[config.mk]
export PLATFORM = sky130hd
export DESIGN_NAME = movegen_sequencer
export DESIGN_NICKNAME = d
export VERILOG_FILES = /design/src/rtl/movegen_sequencer.sv
export SDC_FILE = /design/constraint.sdc
export NUM_CORES = 1
export LEC_CHECK = 0
export CORE_ASPECT_RATIO = 1.1
export CORE_MARGIN = 3
export CORE_UTILIZATION = 60
export CTS_CLUSTER_SIZE = 25
export DETAILED_ROUTE_END_ITERATION = 6
export HOLD_SLACK_MARGIN = 0.08
export PLACE_DENSITY_LB_ADDON = 0.1
export SLEW_MARGIN = 5
export SYNTH_ARGS = -nofsm -noshare
export SYNTH_HDL_FRONTEND = slang
export SYNTH_SLANG_ARGS = --single-unit
[constraint.sdc]
create_clock -name clk -period 6.15 [get_ports clk]
set_input_delay 0.615 -clock clk [delete_from_list [all_inputs] [get_ports clk]]
set_output_delay 0.615 -clock clk [all_outputs]
set_load 0.02 [all_outputs]
[src/rtl/movegen_sequencer.sv]
// movegen_sequencer: runs one move-generation job. Latches the host command,
// replays 64 square nibbles onto the board's serial load bus, pulses
// gen_start, buffers the board's move stream in a first-word-fall-through
// FIFO and drains it to the host under valid/ready.
// Optional COLLECT watchdog: define MOVEGEN_SEQ_TIMEOUT_EN.
module movegen_sequencer #(
  parameter int FIFO_DEPTH     = 32,
  parameter int TIMEOUT_CYCLES = 1024
) (
  input  logic        clk,
  input  logic        rst_n,
  input  logic        i_cmd_valid,
  output logic        o_cmd_ready,
  input  logic        i_cmd_wtp,
  input  logic [3:0]  i_cmd_castle,
  input  logic [2:0]  i_cmd_ep,
  input  logic        i_sq_valid,
  input  logic [3:0]  i_sq_data,
  output logic        o_sq_ready,
  output logic        o_pos_valid,
  output logic [3:0]  o_pos_data,
  output logic        o_pos_sop,
  output logic        o_pos_eop,
  output logic        o_pos_wtp,
  output logic [3:0]  o_pos_castle,
  output logic [2:0]  o_pos_ep,
  output logic        o_gen_start,
  input  logic        i_mv_valid,
  input  logic [19:0] i_mv_data,
  input  logic        i_mv_eop,
  output logic        o_out_valid,
  output logic [19:0] o_out_data,
  output logic        o_out_last,
  input  logic        i_out_ready,
  output logic        o_busy,
  output logic        o_done,
  output logic [7:0]  o_move_count,
  output logic        o_overflow,
  output logic        o_timeout
);

  localparam int AW = (FIFO_DEPTH > 1) ? $clog2(FIFO_DEPTH) : 1;
  localparam int CW = AW + 1;

  typedef enum logic [2:0] {
    S_IDLE,
    S_LOAD,
    S_START,
    S_COLLECT,
    S_DRAIN
  } state_t;

  state_t r_state;
  state_t w_state_next;

  logic [5:0]    r_sq_cnt;
  logic          r_pos_valid;
  logic [3:0]    r_pos_data;
  logic          r_pos_sop;
  logic          r_pos_eop;
  logic          r_pos_wtp;
  logic [3:0]    r_pos_castle;
  logic [2:0]    r_pos_ep;
  logic          r_gen_start;
  logic [7:0]    r_move_count;
  logic          r_overflow;

  logic [20:0]   r_mem [FIFO_DEPTH];
  logic [AW-1:0] r_wr_ptr;
  logic [AW-1:0] r_rd_ptr;
  logic [CW-1:0] r_count;

  logic          w_cmd_acc;
  logic          w_sq_acc;
  logic          w_mv_beat;
  logic          w_term;
  logic          w_counted;
  logic          w_full;
  logic          w_push;
  logic          w_drop;
  logic          w_out_valid;
  logic          w_pop;
  logic          w_timeout_hit;
  logic          w_timeout_fire;
  logic [20:0]   w_head;

  assign w_cmd_acc   = (r_state == S_IDLE) && i_cmd_valid;
  assign w_sq_acc    = (r_state == S_LOAD) && i_sq_valid;
  assign w_mv_beat   = (r_state == S_COLLECT) && i_mv_valid;
  // An eop beat carrying an all-zero move only terminates an empty list.
  assign w_term      = i_mv_eop && (i_mv_data == 20'd0);
  assign w_counted   = w_mv_beat && !w_term;
  // Fullness is judged on the registered count, before any same-cycle pop.
  assign w_full      = (r_count == CW'(FIFO_DEPTH));
  assign w_push      = w_counted && !w_full;
  assign w_drop      = w_counted && w_full;
  assign w_out_valid = (r_count != '0);
  assign w_pop       = w_out_valid && i_out_ready &&
                       ((r_state == S_COLLECT) || (r_state == S_DRAIN));
  assign w_timeout_fire = (r_state == S_COLLECT) && w_timeout_hit && !i_mv_valid;
  assign w_head      = r_mem[r_rd_ptr];

`ifdef MOVEGEN_SEQ_TIMEOUT_EN
  localparam int TW = $clog2(TIMEOUT_CYCLES + 1);

  logic [TW-1:0] r_to_cnt;
  logic          r_timeout;

  assign w_timeout_hit = (r_to_cnt == TW'(TIMEOUT_CYCLES));
  assign o_timeout     = r_timeout;

  // Silence counter: counts COLLECT cycles since the last move beat.
  always_ff @(posedge clk or negedge rst_n) begin
    if (!rst_n) begin
      r_to_cnt <= '0;
    end else if ((r_state != S_COLLECT) || i_mv_valid) begin
      r_to_cnt <= '0;
    end else if (!w_timeout_hit) begin
      r_to_cnt <= r_to_cnt + 1'b1;
    end
  end

  // Sticky timeout flag, cleared when a new job is accepted.
  always_ff @(posedge clk or negedge rst_n) begin
    if (!rst_n) begin
      r_timeout <= 1'b0;
    end else if (w_cmd_acc) begin
      r_timeout <= 1'b0;
    end else if (w_timeout_fire) begin
      r_timeout <= 1'b1;
    end
  end
`else
  // Watchdog compiled out: the comparison is constant false.
  assign w_timeout_hit = (TIMEOUT_CYCLES < 0);
  assign o_timeout     = 1'b0;
`endif

  // State register.
  always_ff @(posedge clk or negedge rst_n) begin
    if (!rst_n) begin
      r_state <= S_IDLE;
    end else begin
      r_state <= w_state_next;
    end
  end

  // Next-state logic for the job sequence.
  always_comb begin
    w_state_next = r_state;
    case (r_state)
      S_IDLE:    if (w_cmd_acc) w_state_next = S_LOAD;
      S_LOAD:    if (w_sq_acc && (r_sq_cnt == 6'd63)) w_state_next = S_START;
      S_START:   w_state_next = S_COLLECT;
      S_COLLECT: begin
        if (w_mv_beat && i_mv_eop) begin
          w_state_next = S_DRAIN;
        end else if (w_timeout_fire) begin
          w_state_next = S_DRAIN;
        end
      end
      S_DRAIN:   if (r_count == '0) w_state_next = S_IDLE;
      default:   w_state_next = S_IDLE;
    endcase
  end

  // Command latch, square replay, start pulse and job statistics.
  always_ff @(posedge clk or negedge rst_n) begin
    if (!rst_n) begin
      r_sq_cnt     <= '0;
      r_pos_valid  <= 1'b0;
      r_pos_data   <= '0;
      r_pos_sop    <= 1'b0;
      r_pos_eop    <= 1'b0;
      r_pos_wtp    <= 1'b0;
      r_pos_castle <= '0;
      r_pos_ep     <= '0;
      r_gen_start  <= 1'b0;
      r_move_count <= '0;
      r_overflow   <= 1'b0;
    end else begin
      r_pos_valid <= w_sq_acc;
      r_pos_data  <= w_sq_acc ? i_sq_data : 4'd0;
      r_pos_sop   <= w_sq_acc && (r_sq_cnt == 6'd0);
      r_pos_eop   <= w_sq_acc && (r_sq_cnt == 6'd63);
      r_gen_start <= (r_state == S_START);
      if (w_cmd_acc) begin
        r_pos_wtp    <= i_cmd_wtp;
        r_pos_castle <= i_cmd_castle;
        r_pos_ep     <= i_cmd_ep;
        r_sq_cnt     <= '0;
        r_move_count <= '0;
        r_overflow   <= 1'b0;
      end else begin
        if (w_sq_acc) r_sq_cnt <= r_sq_cnt + 1'b1;
        if (w_counted && (r_move_count != 8'hFF)) r_move_count <= r_move_count + 1'b1;
        if (w_drop) r_overflow <= 1'b1;
      end
    end
  end

  // FIFO pointers and occupancy; reset empties the buffer.
  always_ff @(posedge clk or negedge rst_n) begin
    if (!rst_n) begin
      r_wr_ptr <= '0;
      r_rd_ptr <= '0;
      r_count  <= '0;
    end else begin
      if (w_push) r_wr_ptr <= r_wr_ptr + 1'b1;
      if (w_pop)  r_rd_ptr <= r_rd_ptr + 1'b1;
      r_count <= r_count + CW'(w_push) - CW'(w_pop);
    end
  end

  // FIFO storage; entries carry {eop, move}.
  always_ff @(posedge clk) begin
    if (w_push) r_mem[r_wr_ptr] <= {i_mv_eop, i_mv_data};
  end

  assign o_cmd_ready  = (r_state == S_IDLE);
  assign o_sq_ready   = (r_state == S_LOAD);
  assign o_busy       = (r_state != S_IDLE);
  assign o_done       = (r_state == S_DRAIN) && (r_count == '0);
  assign o_pos_valid  = r_pos_valid;
  assign o_pos_data   = r_pos_data;
  assign o_pos_sop    = r_pos_sop;
  assign o_pos_eop    = r_pos_eop;
  assign o_pos_wtp    = r_pos_wtp;
  assign o_pos_castle = r_pos_castle;
  assign o_pos_ep     = r_pos_ep;
  assign o_gen_start  = r_gen_start;
  assign o_out_valid  = w_out_valid;
  assign o_out_data   = w_out_valid ? w_head[19:0] : 20'd0;
  assign o_out_last   = w_out_valid && w_head[20];
  assign o_move_count = r_move_count;
  assign o_overflow   = r_overflow;

endmodule
==> results_tabular.tex, run 1 <==
\begin{tabular}{lr}
\hline
Metric & Value \\
\hline
\multicolumn{2}{l}{\textbf{Run status}} \\
\quad Outcome & completed \\
\multicolumn{2}{l}{\textbf{GRT}} \\
\quad Pin count of the biggest net entering global routing & 75 \\
\quad Antenna violations before repair & 1 \\
\quad Via count of the first global-routing pass & 14700 \\
\quad Total congestion overflow & 0 \\
\quad First-pass GRT wire length & 98.6 mm \\
\quad Tot GR Track Use & 0.268 \\
\multicolumn{2}{l}{\textbf{Setup path}} \\
\quad WP data required & 5530 ps \\
\quad Startpoint kind of the worst setup timing path & register \\
\quad Worst R2R Path Depth & 5 \\
\quad Slowest stage cell, crit path & dfrtp\_4 \\
\quad Highest net fanout along the worst path & 48 \\
\quad CP max stage delay & about 1000 ps \\
\quad Worst-path cell chain & buf\_4, mux4\_2, mux2i\_1, nor2\_1, nor3\_1, a211oi\_1, clkdlybuf4s50\_1 \\
\quad Critical Path AT & 4420 ps \\
\quad Kind of capture point of the worst setup path & output pin \\
\quad Reg2Reg Capture Point & r\_mem[10][15] \\
\quad Setup slack of the most critical reg-to-reg path & about 2300 ps \\
\quad Category of the critical setup timing path & register to output pin \\
\quad Crit path max-delay family & buffers and inverters \\
\quad Startpoint of the lowest-slack register-to-register path & r\_state[2] \\
\quad Count of buffering cells on the critical path with inverters included & 2 \\
\multicolumn{2}{l}{\textbf{Clock network}} \\
\quad Worst-skew pair later-pin latency & approximately 590 ps \\
\quad Clock buffer depth & 3 \\
\quad Number of clock sinks seen by CTS & roughly 720 \\
\quad Number of clock buffers inserted by TritonCTS & 70 \\
\quad Number of cells upsized or downsized after cts & 0 \\
\quad Clock transition at the registers of the reported paths & 60 ps \\
\quad Count of hold buffers inserted by post-cts repair & 0 \\
\quad Clock tree from TritonCTS & done \\
\quad CTS HTree Levels & 3 \\
\quad Setup Fix Bufs, Post-CTS & 0 \\
\quad Clock tree root buffer cell & clkbuf\_16 \\
\multicolumn{2}{l}{\textbf{Finish}} \\
\quad Fillers & 2985 \\
\quad Area used by multi-input combinational logic & 0.00669 mm\^{}2 \\
\quad Layout-stage area growth over the synthesis result & 13.9\% \\
\quad Number of nets in the layout & roughly 1700 \\
\quad Seq. cell area & 0.0214 mm\^{}2 \\
\quad Fin area & around 0.033 mm\^{}2 \\
\quad Ratio of cells with drive above 1 in the final layout & 0.239 \\
\quad Count of antenna diodes in the layout & 0 \\
\quad Share of the core filled with cells & 0.695 \\
\quad Finished Layout Cells & around 2300 \\
\multicolumn{2}{l}{\textbf{Die}} \\
\quad Die footprint & a little over 0.05 mm\^{}2 \\
\quad Placement Rows & 83 \\
\quad Number of top-level pins & 91 \\
\quad Die boundary width & 214 um \\
\quad Core ar. & 0.0468 mm\^{}2 \\
\quad DIE HEIGHT & 235 um \\
\quad Initial Util & 0.610 \\
\multicolumn{2}{l}{\textbf{Routing}} \\
\quad Number of nets still failing antenna checks after routing & 0 \\
\quad Total number of vias & around 15000 \\
\quad WL per Instance & 28.6 um \\
\quad First-iteration detailed-routing DRC count & 1532 \\
\quad Total Routed Length & 66.1 mm \\
\quad DRT Pass-1 Iters & 5 \\
\quad DRC viols & 0 \\
\quad Routed vias/inst & $\sim$6.4 \\
\multicolumn{2}{l}{\textbf{STA}} \\
\quad Endpoints failing setup & 0 \\
\quad Final max-slew violation count & 0 \\
\quad Worst-margin pin slew & 1310 ps \\
\quad Fmax achieved & 199 MHz \\
\quad Final sum of negative setup slack & 0 ps \\
\quad Clock Skew & $\sim$21 ps \\
\quad Final-layout worst hold slack & 154 ps \\
\quad Unrepaired setup endpoints after global routing & no \\
\quad Tcrit/Tclk final & 0.818 \\
\quad Post-layout min period & 5030 ps \\
\quad Hold violation total from the final report & 0 \\
\quad Slew Limit Headroom & 0.125 \\
\multicolumn{2}{l}{\textbf{Synth}} \\
\quad Proportion of synthesized chip area in sequential cells & 0.750 \\
\quad Most area-consuming cells after synthesis & edfxtp\_1 71\%, mux4\_2 8.3\%, dfrtp\_1 4.4\%, mux2i\_1 3.0\%, mux2\_2 2.6\% \\
\quad Count of unique library cells instantiated by Yosys & 56 \\
\quad Post-synth top flop & edfxtp\_1 \\
\quad Most frequently used cell type in the post-synthesis netlist & edfxtp\_1 \\
\quad Yosys top cell by area & edfxtp\_1 \\
\quad Number of nets produced by synthesis & 1547 \\
\quad Synthesis-stage register bit count & 722 \\
\quad Cell area after synthesis & roughly 0.029 mm\^{}2 \\
\quad Top cells by count, synth & 672 x edfxtp\_1, 105 x mux4\_2, 86 x mux2i\_1, 70 x nor2\_1, 65 x mux2\_2 \\
\quad Share of async-settable or async-resettable flops after synthesis & 0.0693 \\
\quad Area share of the leading cell type in the synthesized netlist & 0.706 \\
\quad Number of instances in the synthesized netlist & 1490 \\
\quad Post-Syn Area per Cell & 19.2 um\^{}2 \\
\quad Ys Warns & 0 \\
\quad Number of flops mapped to enable cells by yosys & 672 \\
\multicolumn{2}{l}{\textbf{Hold path}} \\
\quad Worst Hold Class & primary input to async pin \\
\multicolumn{2}{l}{\textbf{Placement}} \\
\quad Number of input and output port buffers inserted & 89 \\
\quad Placed cell count & between 2000 and 2500 \\
\quad Dpl cell area & 0.0304 mm\^{}2 \\
\quad DP Wirelength & 38.4 mm \\
\quad Final weighted congestion of routability-driven global placement & 0.801 \\
\multicolumn{2}{l}{\textbf{Pwr}} \\
\quad Power density over the cells & between 300 and 400 mW/mm\^{}2 \\
\quad IR drop worst, VDD & 0.291 mV \\
\quad Standby leakage power & 10.5 nW \\
\multicolumn{2}{l}{\textbf{Job}} \\
\quad Number of max-capacitance violations reported & 0 \\
\hline
\end{tabular}
## report_power, final
part           switching, mW  internal (mW)
clock                   1.72           2.33
sequential             0.162           5.44
combinational           1.09          0.955
total                   2.97           8.72
## worst register-to-register path: cells and delay by family (launching register included)
kind | cells | cell delay (ps)
flip-flops | 1 | 460
AND/OR/NAND/NOR | 4 | 2440
AO/OA/AOI/OAI | 1 | 490
## cells by family after synthesis
| group | synth area share |
|---|---|
| AO/OA/AOI/OAI | 0.0433 |
| XOR/XNOR | 0.00460 |
| adder cells (fa/ha/maj) | 0.00814 |
| buffers and inverters | 0.0190 |
| flip-flops | 0.750 |
| multiplexers | 0.138 |
| other | 0.000131 |
| AND/OR/NAND/NOR | 0.0364 |
## cell usage in the layout (no fill, tap or decap), types with 3 or more instances in the layout
cell | Yosys | layout
edfxtp_1 | 672 | 672
o22ai_1 | 22 | 22
ha_1 | 17 | 17
inv_1 | 21 | 21
clkbuf_1 | 28 | 14
mux2i_1 | 86 | 86
a21oi_1 | 33 | 33
clkbuf_16 | 0 | 74
nor2_2 | 0 | 30
nor2_1 | 70 | 38
and2_1 | 7 | 7
xnor2_1 | 9 | 9
o21ai_0 | 25 | 25
mux2_2 | 65 | 65
nand3b_1 | 5 | 5
nor4_1 | 4 | 4
clkinv_2 | 0 | 7
a22oi_1 | 21 | 21
nor3b_1 | 3 | 3
dfrtp_4 | 0 | 3
nor3_1 | 9 | 9
nand4_1 | 3 | 3
mux4_2 | 105 | 105
dfrtp_1 | 50 | 46
or3_1 | 3 | 3
clkdlybuf4s50_1 | 0 | 88
xor2_1 | 6 | 6
a211oi_2 | 14 | 14
o221ai_1 | 21 | 21
nand3_1 | 14 | 14
clkinv_1 | 0 | 13
buf_4 | 15 | 64
bufinv_16 | 0 | 3
nand2_1 | 45 | 45
a211oi_1 | 31 | 31
nor3_2 | 18 | 18
nor2_4 | 1 | 3
## worst max-delay path by stage
| stage | endpoint | slack, ps | cells past startpoint | start |
|---|---|---|---|---|
| 4_1_cts | o_out_data[19] | 990 | 7 | r_rd_ptr[0] |
| 3_3_place_gp | r_mem[8][10] | 1590 | 7 | i_mv_data[6] |
| 3_5_place_dp | r_mem[10][12] | 1520 | 7 | i_mv_data[6] |
| 6_report | o_out_data[0] | 1120 | 7 | r_rd_ptr[0] |
| 2_1_floorplan | r_mem[12][0] | 3360 | 6 | i_mv_eop |
| 5_1_grt | o_out_data[18] | 880 | 6 | r_rd_ptr[0] |
## flip-flops by register name, summed over array words and instances, names as in the netlist, 3 cells and up
signal and cells:
r_mem 672, o_move_count 8, r_count 6, r_sq_cnt 6, r_rd_ptr 5, r_wr_ptr 5, o_pos_castle 4, o_pos_data 4
o_pos_ep 3, r_state 3
## per-layer routing
metal	GRT usage	up-vias	share of wire
met5	0	-	0
met1	0.374	7648	0.39
li1	-	6298	-
met2	0.412	639	0.48
met3	0.0648	134	0.091
met4	0.116	0	0.043
## cell type report
cell class | instances | area share
Clock buffer | 90 | 0.0594
Clock inverter | 27 | 0.00635
Timing Repair Buffer | 154 | 0.0426
Inverter | 21 | 0.00242
Tap cell | 637 | 0.0245
Multi-Input combinational cell | 663 | 0.206
Sequential cell | 722 | 0.659
## through the flow
stage	total power, mW	setup WS [ps]
global route	12.1	883
floorplan	7.10	3360
global placement	7.75	1590
finish	11.7	1120
detailed placement	7.76	1520
CTS	11.8	989
Power figures use the tool's default switching activity.
==> run 2, diff against run 1 <==
==> constraint.sdc (replaced) <==
create_clock -name clk -period 5.27 [get_ports clk]
set_input_delay 0.527 -clock clk [delete_from_list [all_inputs] [get_ports clk]]
set_output_delay 0.527 -clock clk [all_outputs]
set_load 0.02 [all_outputs]
==> run 2 against run 1 <==
Flip-flop and latch count unchanged. Critical path depth unchanged. Clock power increased by 23%. First-iteration DRC count decreased by 8.6%. Non-clock buffer count increased by 10. Critical endpoint unchanged. Largest cell class unchanged. Register-to-register slack got worse by 580 ps. Via count decreased by 0.26%. Combinational power increased by 20%. Sequential power increased by 16%.
==> results_tabular.tex, run 2 (synthesized netlist as in run 1, its figures left out) <==
\begin{tabular}{lr}
\hline
Metric & Value \\
\hline
\multicolumn{2}{l}{\textbf{Finish}} \\
\quad Fin area & 0.0328 mm\^{}2 (was 0.0325 mm\^{}2) \\
\quad Layout-stage area growth over the synthesis result & 14.7\% (was 13.9\%) \\
\quad Share of the core filled with cells & 0.700 (was 0.695) \\
\quad Flip-flop count of the largest register, all copies and words added & 672 (unchanged) \\
\quad Largest Register & r\_mem (unchanged) \\
\quad Ratio of cells with drive above 1 in the final layout & 0.248 (was 0.239) \\
\quad Number of nets in the layout & 1699 (was 1689) \\
\quad Most common cell after layout, fill and taps aside & edfxtp\_1 (unchanged) \\
\quad Commonest cells after routing, fill and taps aside & 672 x edfxtp\_1, 105 x mux4\_2, 88 x clkdlybuf4s50\_1, 86 x mux2i\_1, 74 x clkbuf\_16 (unchanged) \\
\multicolumn{2}{l}{\textbf{Placement}} \\
\quad DP Wirelength & 40.4 mm (was 38.4 mm) \\
\quad Number of input and output port buffers inserted & 89 (unchanged) \\
\quad Final weighted congestion of routability-driven global placement & 0.853 (was 0.801) \\
\quad Pre-CTS setup slack & 868 ps (was 1520 ps) \\
\quad Dpl cell area & 0.0305 mm\^{}2 (was 0.0304 mm\^{}2) \\
\multicolumn{2}{l}{\textbf{STA}} \\
\quad Crit path setup slack, layout & 460 ps (was 1120 ps) \\
\quad Worst-margin pin slew & 1290 ps (was 1310 ps) \\
\quad Final sum of negative setup slack & 0 ps (unchanged) \\
\quad Clock Skew & 21.8 ps (was 21.5 ps) \\
\quad Fmax achieved & 208 MHz \\
\quad Endpoints failing setup & 0 (unchanged) \\
\quad Unrepaired setup endpoints after global routing & no (unchanged) \\
\quad Hold violation total from the final report & 0 (unchanged) \\
\quad Slew Limit Headroom & 0.137 (was 0.125) \\
\quad Final max-slew violation count & 0 (unchanged) \\
\quad Tcrit/Tclk final & 0.913 \\
\quad Final-layout worst hold slack & 460 ps (was 154 ps) \\
\quad Post-layout min period & 4810 ps \\
\multicolumn{2}{l}{\textbf{Setup path}} \\
\quad Critical Path AT & 4280 ps (was 4420 ps) \\
\quad Highest net fanout along the worst path & 59 (was 48) \\
\quad Kind of capture point of the worst setup path & output pin (unchanged) \\
\quad Category of the critical setup timing path & register to output pin (unchanged) \\
\quad Startpoint kind of the worst setup timing path & register (unchanged) \\
\quad WP data required & 4740 ps (was 5530 ps) \\
\multicolumn{2}{l}{\textbf{Routing}} \\
\quad First-iteration detailed-routing DRC count & 1401 (was 1532) \\
\quad Routed vias/inst & 6.29 (was 6.36) \\
\quad Total number of vias & 14700 (about the same) \\
\quad Number of nets still failing antenna checks after routing & 0 (unchanged) \\
\quad WL per Instance & 29.2 um (was 28.6 um) \\
\quad DRT Pass-1 Iters & 5 (unchanged) \\
\quad DRC viols & 0 (unchanged) \\
\quad Total Routed Length & 68.1 mm (was 66.1 mm) \\
\multicolumn{2}{l}{\textbf{GRT}} \\
\quad Tot GR Track Use & 0.274 (was 0.268) \\
\quad First-pass GRT wire length & 100 mm (was 98.6 mm) \\
\quad Pin count of the biggest net entering global routing & 60 (was 75) \\
\quad Via count of the first global-routing pass & 15000 (was 14700) \\
\quad Antenna violations before repair & 1 (unchanged) \\
\quad Total congestion overflow & 0 (unchanged) \\
\multicolumn{2}{l}{\textbf{Die}} \\
\quad DIE HEIGHT & 235 um (unchanged) \\
\quad Initial Util & 0.610 (unchanged) \\
\quad Placement Rows & 83 (unchanged) \\
\quad Die boundary width & 214 um (unchanged) \\
\quad Die footprint & 0.0503 mm\^{}2 (unchanged) \\
\quad Number of top-level pins & 91 (unchanged) \\
\quad Core ar. & 0.0468 mm\^{}2 (unchanged) \\
\multicolumn{2}{l}{\textbf{Run status}} \\
\quad Outcome & completed (unchanged) \\
\multicolumn{2}{l}{\textbf{Clock network}} \\
\quad Number of clock buffers inserted by TritonCTS & 70 (unchanged) \\
\quad Clock tree from TritonCTS & done (unchanged) \\
\quad CTS HTree Levels & 3 (unchanged) \\
\quad Number of clock sinks seen by CTS & 722 (unchanged) \\
\quad Clock transition at the registers of the reported paths & 60 ps (about the same) \\
\quad Worst-skew pair later-pin latency & 610 ps (was 590 ps) \\
\quad Clock tree root buffer cell & clkbuf\_16 (unchanged) \\
\quad Clock buffer depth & 3 (unchanged) \\
\multicolumn{2}{l}{\textbf{Pwr}} \\
\quad IR drop worst, VDD & 0.288 mV (was 0.291 mV) \\
\quad Power density over the cells & 426 mW/mm\^{}2 (was 360 mW/mm\^{}2) \\
\quad Standby leakage power & 10.7 nW (was 10.5 nW) \\
\multicolumn{2}{l}{\textbf{Hold path}} \\
\quad Worst Hold Class & primary input to register (was primary input to async pin) \\
\multicolumn{2}{l}{\textbf{Job}} \\
\quad Number of max-capacitance violations reported & 0 (unchanged) \\
\hline
\end{tabular}
[run 2: worst max-delay path, cell delays in order, from the launching register on]
cell,delay (ps)
dfrtp_4,1020
buf_4,770
mux2_2,290
o22ai_1,80
a211oi_1,350
nor3_1,160
a211oi_1,300
clkdlybuf4s50_1,670
[run 2: layout make-up]
type / count / area (um^2)
clock inverter: 33 / 347
antenna: 1 / 2.50
inverter: 21 / 78.8
timing repair buffer: 164 / 1460
multi-input combinational: 663 / 6690
sequential: 722 / 21400
tap: 637 / 797
fill: 2983 / 14100
clock buffer: 92 / 1940
[run 2: final timing paths]
check | startpoint | end | slack (ps) | depth (start not counted)
setup / recovery | r_rd_ptr[1] | o_out_data[0] | 460 | 7
hold / removal | i_cmd_castle[2] | o_pos_castle[2] | 460 | 3
setup reg to reg | r_count[2] | r_count[4] | 1760 | 16
hold reg to reg | o_pos_ep[2] | o_pos_ep[2] | 470 | 2
max in group asynchronous | rst_n | r_rd_ptr[0] | 4140 | 3
min in group asynchronous | rst_n | r_count[3] | 590 | 3
[run 2: repair_timing]
action,CTS,global route
gates resized for setup,0,0
endpoints found under the setup margin,0,0
buffers inserted,0,0
hold buffers,1,0
endpoints found under the hold margin,50,0
[run 2: per-stage QoR]
stage | cells | power (mW)
floorplan | 1490 | 8.29
global placement | 2206 | 9.08
detailed placement | 2206 | 9.11
CTS | 2332 | 14.1
global route | 2332 | 14.4
finish | 2333 | 14.0
[run 2: routing by layer]
| layer | GRT usage | wire [um] | up-vias |
|---|---|---|---|
| met5 | 0 | 0 | - |
| met4 | 0.106 | 2480 | 0 |
| met3 | 0.0661 | 5790 | 107 |
| met2 | 0.436 | 33100 | 644 |
| met1 | 0.375 | 26700 | 7606 |
| li1 | - | - | 6323 |
[run 2: report_power, final]
part	leakage [nW]	internal (mW)	total (mW)	switching (mW)
registers	6.68	6.34	6.51	0.168
logic	2.88	1.13	2.46	1.32
clock network	1.13	2.94	5.00	2.06
total	10.7	10.4	14.0	3.55
